<file path="config.mk">
export PLATFORM = sky130hd
export DESIGN_NAME = uartreader
export DESIGN_NICKNAME = d
export VERILOG_FILES = /design/src/rtl/uartreader_pkg.sv /design/src/rtl/uartreader_rx.sv /design/src/rtl/uartreader.sv
export SDC_FILE = /design/constraint.sdc
export NUM_CORES = 1
export LEC_CHECK = 0
export CORE_ASPECT_RATIO = 0.75
export CORE_MARGIN = 5
export CORE_UTILIZATION = 50
export CTS_CLUSTER_SIZE = 10
export DETAILED_ROUTE_END_ITERATION = 10
export PLACE_DENSITY = 0.79
export SLEW_MARGIN = 20
export SYNTH_ARGS = -nofsm -noshare
export SYNTH_HDL_FRONTEND = slang
export SYNTH_SLANG_ARGS = --single-unit
</file>
<file path="constraint.sdc">
create_clock -name clk -period 2.2 [get_ports clk]
set_clock_uncertainty 0.1 [all_clocks]
set_input_delay 0.44 -clock clk [delete_from_list [all_inputs] [get_ports clk]]
set_output_delay 0.44 -clock clk [all_outputs]
set_load 0.005 [all_outputs]
</file>
<file path="src/rtl/uartreader_pkg.sv">
// rtl/uartreader_pkg.sv - shared UART receive types and constants
//
// Purpose: state encoding and framing constants shared by uart_rx and
//          uartreader.
// Contents:
//   uart_state_t          receive FSM states
//   DEFAULT_CLKS_PER_BIT  clocks per bit at 66.67 MHz / 115200 baud
//   UART_FRAME_BITS       start + 8 data + stop
package uartreader_pkg;

    typedef enum logic [2:0] {
        IDLE,
        START,
        DATA,
        STOP,
        PUSH,
        WAIT_IDLE
    } uart_state_t;

    localparam int DEFAULT_CLKS_PER_BIT = 579;
    localparam int UART_FRAME_BITS      = 10;

endpackage

</file>
<file path="src/rtl/uartreader_rx.sv">
// rtl/uartreader_rx.sv - 8N1 deserialiser: synchroniser, baud counter, shift register
//
// Purpose: oversamples the asynchronous rx line and recovers one byte per frame.
// Ports:
//   clk_i        system clock
//   rst_i        synchronous reset, active-high
//   rx_i         asynchronous serial input, idle high
//   state_o      current receive state
//   byte_o       assembled byte, stable while valid_o=1
//   valid_o      high for the single PUSH cycle of a good frame
//   ferr_o       one-cycle pulse after a stop bit sampled low
//   receiving_o  high from confirmed start bit until PUSH completes
module uart_rx
    import uartreader_pkg::*;
#(
    parameter int CLKS_PER_BIT = DEFAULT_CLKS_PER_BIT,
    parameter int DATA_BITS    = 8
) (
    input  logic                 clk_i,
    input  logic                 rst_i,
    input  logic                 rx_i,
    output uart_state_t          state_o,
    output logic [DATA_BITS-1:0] byte_o,
    output logic                 valid_o,
    output logic                 ferr_o,
    output logic                 receiving_o
);

    localparam int CNT_W = $clog2(CLKS_PER_BIT);
    localparam int BIT_W = $clog2(DATA_BITS);

    localparam logic [CNT_W-1:0] HALF_LAST = CNT_W'(CLKS_PER_BIT / 2 - 1);
    localparam logic [CNT_W-1:0] FULL_LAST = CNT_W'(CLKS_PER_BIT - 1);
    localparam logic [BIT_W-1:0] BIT_LAST  = BIT_W'(DATA_BITS - 1);

    logic                 rx_meta_q, rx_s_q;
    uart_state_t          state_q, state_d;
    logic [CNT_W-1:0]     cnt_q, cnt_d;
    logic [BIT_W-1:0]     bit_q, bit_d;
    logic [DATA_BITS-1:0] shift_q, shift_d;
    logic                 ferr_q, ferr_d;
    logic                 recv_q, recv_d;

    always_ff @(posedge clk_i) begin
        if (rst_i) begin
            rx_meta_q <= 1'b1;
            rx_s_q    <= 1'b1;
            state_q   <= IDLE;
            cnt_q     <= '0;
            bit_q     <= '0;
            shift_q   <= '0;
            ferr_q    <= 1'b0;
            recv_q    <= 1'b0;
        end else begin
            rx_meta_q <= rx_i;
            rx_s_q    <= rx_meta_q;
            state_q   <= state_d;
            cnt_q     <= cnt_d;
            bit_q     <= bit_d;
            shift_q   <= shift_d;
            ferr_q    <= ferr_d;
            recv_q    <= recv_d;
        end
    end

    always_comb begin
        state_d = state_q;
        cnt_d   = cnt_q + 1'b1;
        bit_d   = bit_q;
        shift_d = shift_q;
        ferr_d  = 1'b0;
        recv_d  = recv_q;
        unique case (state_q)
            IDLE: begin
                cnt_d = '0;
                if (!rx_s_q) state_d = START;
            end
            START: begin
                // Half-bit wait lands every later sample at mid-bit.
                if (cnt_q == HALF_LAST) begin
                    cnt_d = '0;
                    if (rx_s_q) begin
                        state_d = IDLE;
                    end else begin
                        state_d = DATA;
                        bit_d   = '0;
                        recv_d  = 1'b1;
                    end
                end
            end
            DATA: begin
                if (cnt_q == FULL_LAST) begin
                    cnt_d   = '0;
                    shift_d = {rx_s_q, shift_q[DATA_BITS-1:1]};
                    if (bit_q == BIT_LAST) state_d = STOP;
                    else                   bit_d   = bit_q + 1'b1;
                end
            end
            STOP: begin
                // Leaving at mid-stop-bit lets a zero-gap next start bit be caught.
                if (cnt_q == FULL_LAST) begin
                    cnt_d = '0;
                    if (rx_s_q) begin
                        state_d = PUSH;
                    end else begin
                        state_d = WAIT_IDLE;
                        ferr_d  = 1'b1;
                        recv_d  = 1'b0;
                    end
                end
            end
            PUSH: begin
                cnt_d   = '0;
                state_d = IDLE;
                recv_d  = 1'b0;
            end
            WAIT_IDLE: begin
                // A stuck-low line must not be mistaken for a new start bit.
                cnt_d = '0;
                if (rx_s_q) state_d = IDLE;
            end
            default: begin
                cnt_d   = '0;
                state_d = IDLE;
            end
        endcase
    end

    assign state_o     = state_q;
    assign byte_o      = shift_q;
    assign valid_o     = (state_q == PUSH);
    assign ferr_o      = ferr_q;
    assign receiving_o = recv_q;

endmodule

</file>
<file path="src/rtl/uartreader.sv">
// rtl/uartreader.sv - UART receive front end feeding the RX FIFO
//
// Purpose: wraps uart_rx with the single-cycle FIFO push / overrun handshake.
// Ports:
//   clk            system clock
//   rst            synchronous reset, active-high
//   rx             asynchronous serial input, idle high
//   fifo_full      RX FIFO cannot accept a write this cycle
//   fifo_data      received byte, zero-extended; valid while fifo_write_en=1
//   fifo_write_en  one-cycle write strobe to the RX FIFO
//   receiving      high from confirmed start bit until return to IDLE
//   frame_error    one-cycle pulse when the stop bit samples 0
//   overrun        one-cycle pulse when a valid byte is dropped (fifo_full=1)
`ifndef DATA_WIDTH
`define DATA_WIDTH 8
`endif

module uartreader
    import uartreader_pkg::*;
#(
    parameter int CLKS_PER_BIT = DEFAULT_CLKS_PER_BIT,
    parameter int DATA_BITS    = 8
) (
    input  logic                   clk,
    input  logic                   rst,
    input  logic                   rx,
    input  logic                   fifo_full,
    output logic [`DATA_WIDTH-1:0] fifo_data,
    output logic                   fifo_write_en,
    output logic                   receiving,
    output logic                   frame_error,
    output logic                   overrun
);

    uart_state_t            rx_state;
    logic [DATA_BITS-1:0]   rx_byte;
    logic                   rx_valid;
    logic                   rx_ferr;
    logic                   rx_receiving;
    logic                   push_ok;
    logic [`DATA_WIDTH-1:0] fifo_data_q, fifo_data_d;

    uart_rx #(
        .CLKS_PER_BIT (CLKS_PER_BIT),
        .DATA_BITS    (DATA_BITS)
    ) u_rx (
        .clk_i       (clk),
        .rst_i       (rst),
        .rx_i        (rx),
        .state_o     (rx_state),
        .byte_o      (rx_byte),
        .valid_o     (rx_valid),
        .ferr_o      (rx_ferr),
        .receiving_o (rx_receiving)
    );

    // Outputs are qualified with rst so a reset cycle never shows a strobe.
    assign push_ok = rx_valid & ~fifo_full & ~rst;

    always_comb begin
        fifo_data_d = fifo_data_q;
        if (push_ok) fifo_data_d = `DATA_WIDTH'(rx_byte);
    end

    always_ff @(posedge clk) begin
        if (rst) fifo_data_q <= '0;
        else     fifo_data_q <= fifo_data_d;
    end

    assign fifo_data     = rst ? '0 : fifo_data_d;
    assign fifo_write_en = push_ok;
    assign overrun       = rx_valid & fifo_full & ~rst;
    assign frame_error   = rx_ferr & ~rst;
    assign receiving     = rx_receiving & ~rst;

endmodule

</file>
==> summary.md <==
| Metric | Value |
|---|---|
| Synthesized Nets | 192 |
| Worst hold path class | reg2reg |
| Remaining Overflow, GRT | 0 |
| Final Max Tran Viols | 0 |
| Detailed placement HPWL | 2590 um |
| WS Path Type | reg2reg |
| Post-synth cell types | 43 |
| Status | complete, no violations |
| CP dominant cell by count | a211oi_1 |
| Cell Area, Synth | 1650 sq um |
| #FFs+latches synth | 36 |
| Pin count of the biggest net entering global routing | 17 |
| H-tree levels | 2 |
| Root buffer cell | clkbuf_8 |
| Final Util | 0.658 |
| Remaining antenna violation count after routing | 0 |
| MaxCap Viol Count | 0 |
| Layout cell share with drive strength beyond 1 | 0.291 |
| Worst-skew pair later-pin latency | 0.29 ns |
| Crit path cell chain | or4_4, or3_4, a221o_1, a211oi_1, a211oi_1 |
| DR vias | 1,450 |
| Diode count | 0 |
| Final worst path period share | 0.993 |
| Initial core utilization | 0.508 |
| First DRT Iteration DRCs | 184 |
| Placer Congestion | 0.889 |
| Power per cell area | 732 nW/um^2 |
| Vias per cell | 5.51 |
| WP buf/inv | 0 |
| CP delay by family, top | simple AND/OR/NAND/NOR gates |
| Final Power | 0.00156 W |
| DR WL/cell | 15.2 um |
| Slew Limit Headroom | 0.746 |
| Placed cells | 244 |
| Final setup violation count | 0 |
| Critical path required time | 2.27 ns |
| All-Layer GR Usage | 0.179 |
| Initial antenna violation count | 0 |
| Drt pass-1 iters | 4 |
| Sink Count | 36 |
| Ranking of synthesized cells by area | dfxtp_1, nor2_1, nand2b_1 |
| Final Non-Filler Cells | 263 |
| Cell taking the most area after synthesis | dfxtp_1 |
| Clock tree from TritonCTS | done |
| Synthesized area per cell | 9.01 sq um |
| Number of I/O port buffers | 15 |
| Setup TNS Final | 0 ns |
| Synth warn | 0 |
| First-pass GRT wire length | 6490 um |
| Tmin final | 2.18 ns |
| Syn Inst Count | 183 |
| Max VDD drop | 459 uV |
| Synth Flop Type | dfxtp_1 |
| CTS buffer count | 5 |
| Final WL | 3990 um |
| Vias in the first global route | 1,394 |
| Core area | 3240 sq um |
| Crit path max fanout | 5 |
| Lkg Pwr | 0.826 nW |
| Commonest non-fill, non-tap cell in the layout | dfxtp_1 |
| Core Rows | 18 |
| # DRC | 0 |
| Most frequent cells in the layout | dfxtp_1, nor2_1, buf_4 |
| Final Hold Viols | 0 |
| Post-synthesis sequential area ratio | 0.437 |
| Nets | 231 |
| Slowest stage delay, CP | 0.54 ns |
| EDFF count, synth | 0 |
| Clk slew on worst S/H paths | 0.07 ns |
| Ys async rst share | 0 |
| Die height | 59.7 um |
| Worst Setup Start Kind | register |
| Fmax | 458 MHz |
| Die area | 4560 sq um |
| Worst EP arrival | 2.25 ns |
| Area Growth Syn to Fin | 29.4% |
| Worst-margin pin slew | 0.378 ns |
| Slowest cell on the critical path | or4_4 |
| Clk buf depth | 2 |
| DIE WIDTH | 76.3 um |
| I/O pin count | 16 |
| Critical Path Sink Type | register |
| Synth top area share | 0.437 |
## synth_stat cells, types with 2 or more instances
cell type  instances
dfxtp_1           36
nor2_1            24
nand2_1           13
nand2b_1          13
inv_1              8
mux2i_1            8
o21ai_0            8
clkbuf_1           7
nand3_1            7
a21oi_1            5
ha_1               5
xnor2_1            5
a211oi_1           3
or2_2              3
xor2_1             3
and3_1             2
nor2b_1            2
nor3_1             2
nor3b_1            2
nor4_1             2
or3_1              2
or4_1              2
## stage by stage
step / worst slack, ns / area [sq um] / hold WS, ns
detailed placement: -0.423 / 1930 / 0.302
finish: 0.0164 / 2130 / 0.310
CTS: -0.00342 / 2110 / 0.315
global route: -0.0482 / 2130 / 0.331
global placement: -0.388 / 1930 / 0.294
floorplan: 0.0413 / 1660 / 0.289
## final cells by class
cell class              instances  area (sq um)
fillers                       255          1110
multi-input cells             129           921
flip-flops and latches         36           722
repair buffers                 42           324
clock buffers                   5          68.8
well taps                      40          50.0
inverters                       8          30.0
clock inverters                 3          18.8
## cell families after synthesis
family | after synthesis | synth area share
AND/OR/NAND/NOR | 82 | 0.272
flip-flops | 36 | 0.437
AO/OA/AOI/OAI | 25 | 0.109
buffers and inverters | 18 | 0.0463
multiplexers | 9 | 0.0554
XOR/XNOR | 8 | 0.0425
adder cells (fa/ha/maj) | 5 | 0.0379
## final timing paths
kind,startpoint,end,cells past startpoint,slack (ns)
max,u_rx.cnt_q[3],u_rx.state_o[1],5,0.02
min,u_rx.rx_meta_q,u_rx.rx_s_q,1,0.31
max reg2reg,u_rx.cnt_q[3],u_rx.state_o[1],5,0.02
min reg2reg,u_rx.rx_meta_q,u_rx.rx_s_q,1,0.31
## timing repair
action	in CTS	in global routing
hold buffers	0	0
setup endpoints to repair	23	19
gates cloned	2	0
pin swaps	3	6
buffers inserted	8	2
gates resized for setup	51	11
## flip-flops by register name, summed over array words and instances, names as in the netlist
signal	count
u_rx.cnt_q	10
u_rx.byte_o	8
u_rx.rx_meta_q	1
u_rx.ferr_o	1
u_rx.rx_s_q	1
u_rx.state_o	3
u_rx.bit_q	3
u_rx.receiving_o	1
fifo_data_q	8
## power breakdown
part	switching (W)	leakage (nW)	internal, W
sequential	0.0000196	0.291	0.000680
combinational	0.000219	0.487	0.000187
clock	0.000238	0.0479	0.000220
total	0.000476	0.826	0.00109
## worst reg2reg max path: stages, from the launching register on
cell and delay, ns:
dfxtp_1 0.32, or4_4 0.54, or3_4 0.37, a221o_1 0.40, a211oi_1 0.26, a211oi_1 0.09
## per-layer routing
metal  share of wire  wire length (um)  vias to the layer above  global-route usage
met3           0.057               226                       14              0.0361
met1            0.45              1820                      683               0.231
met4           0.023                91                        0              0.0673
li1                -                 -                      699                   -
met5               0                 0                        -                   0
met2            0.47              1860                       54               0.300
Note: power is estimated with default switching activity, not from simulation.
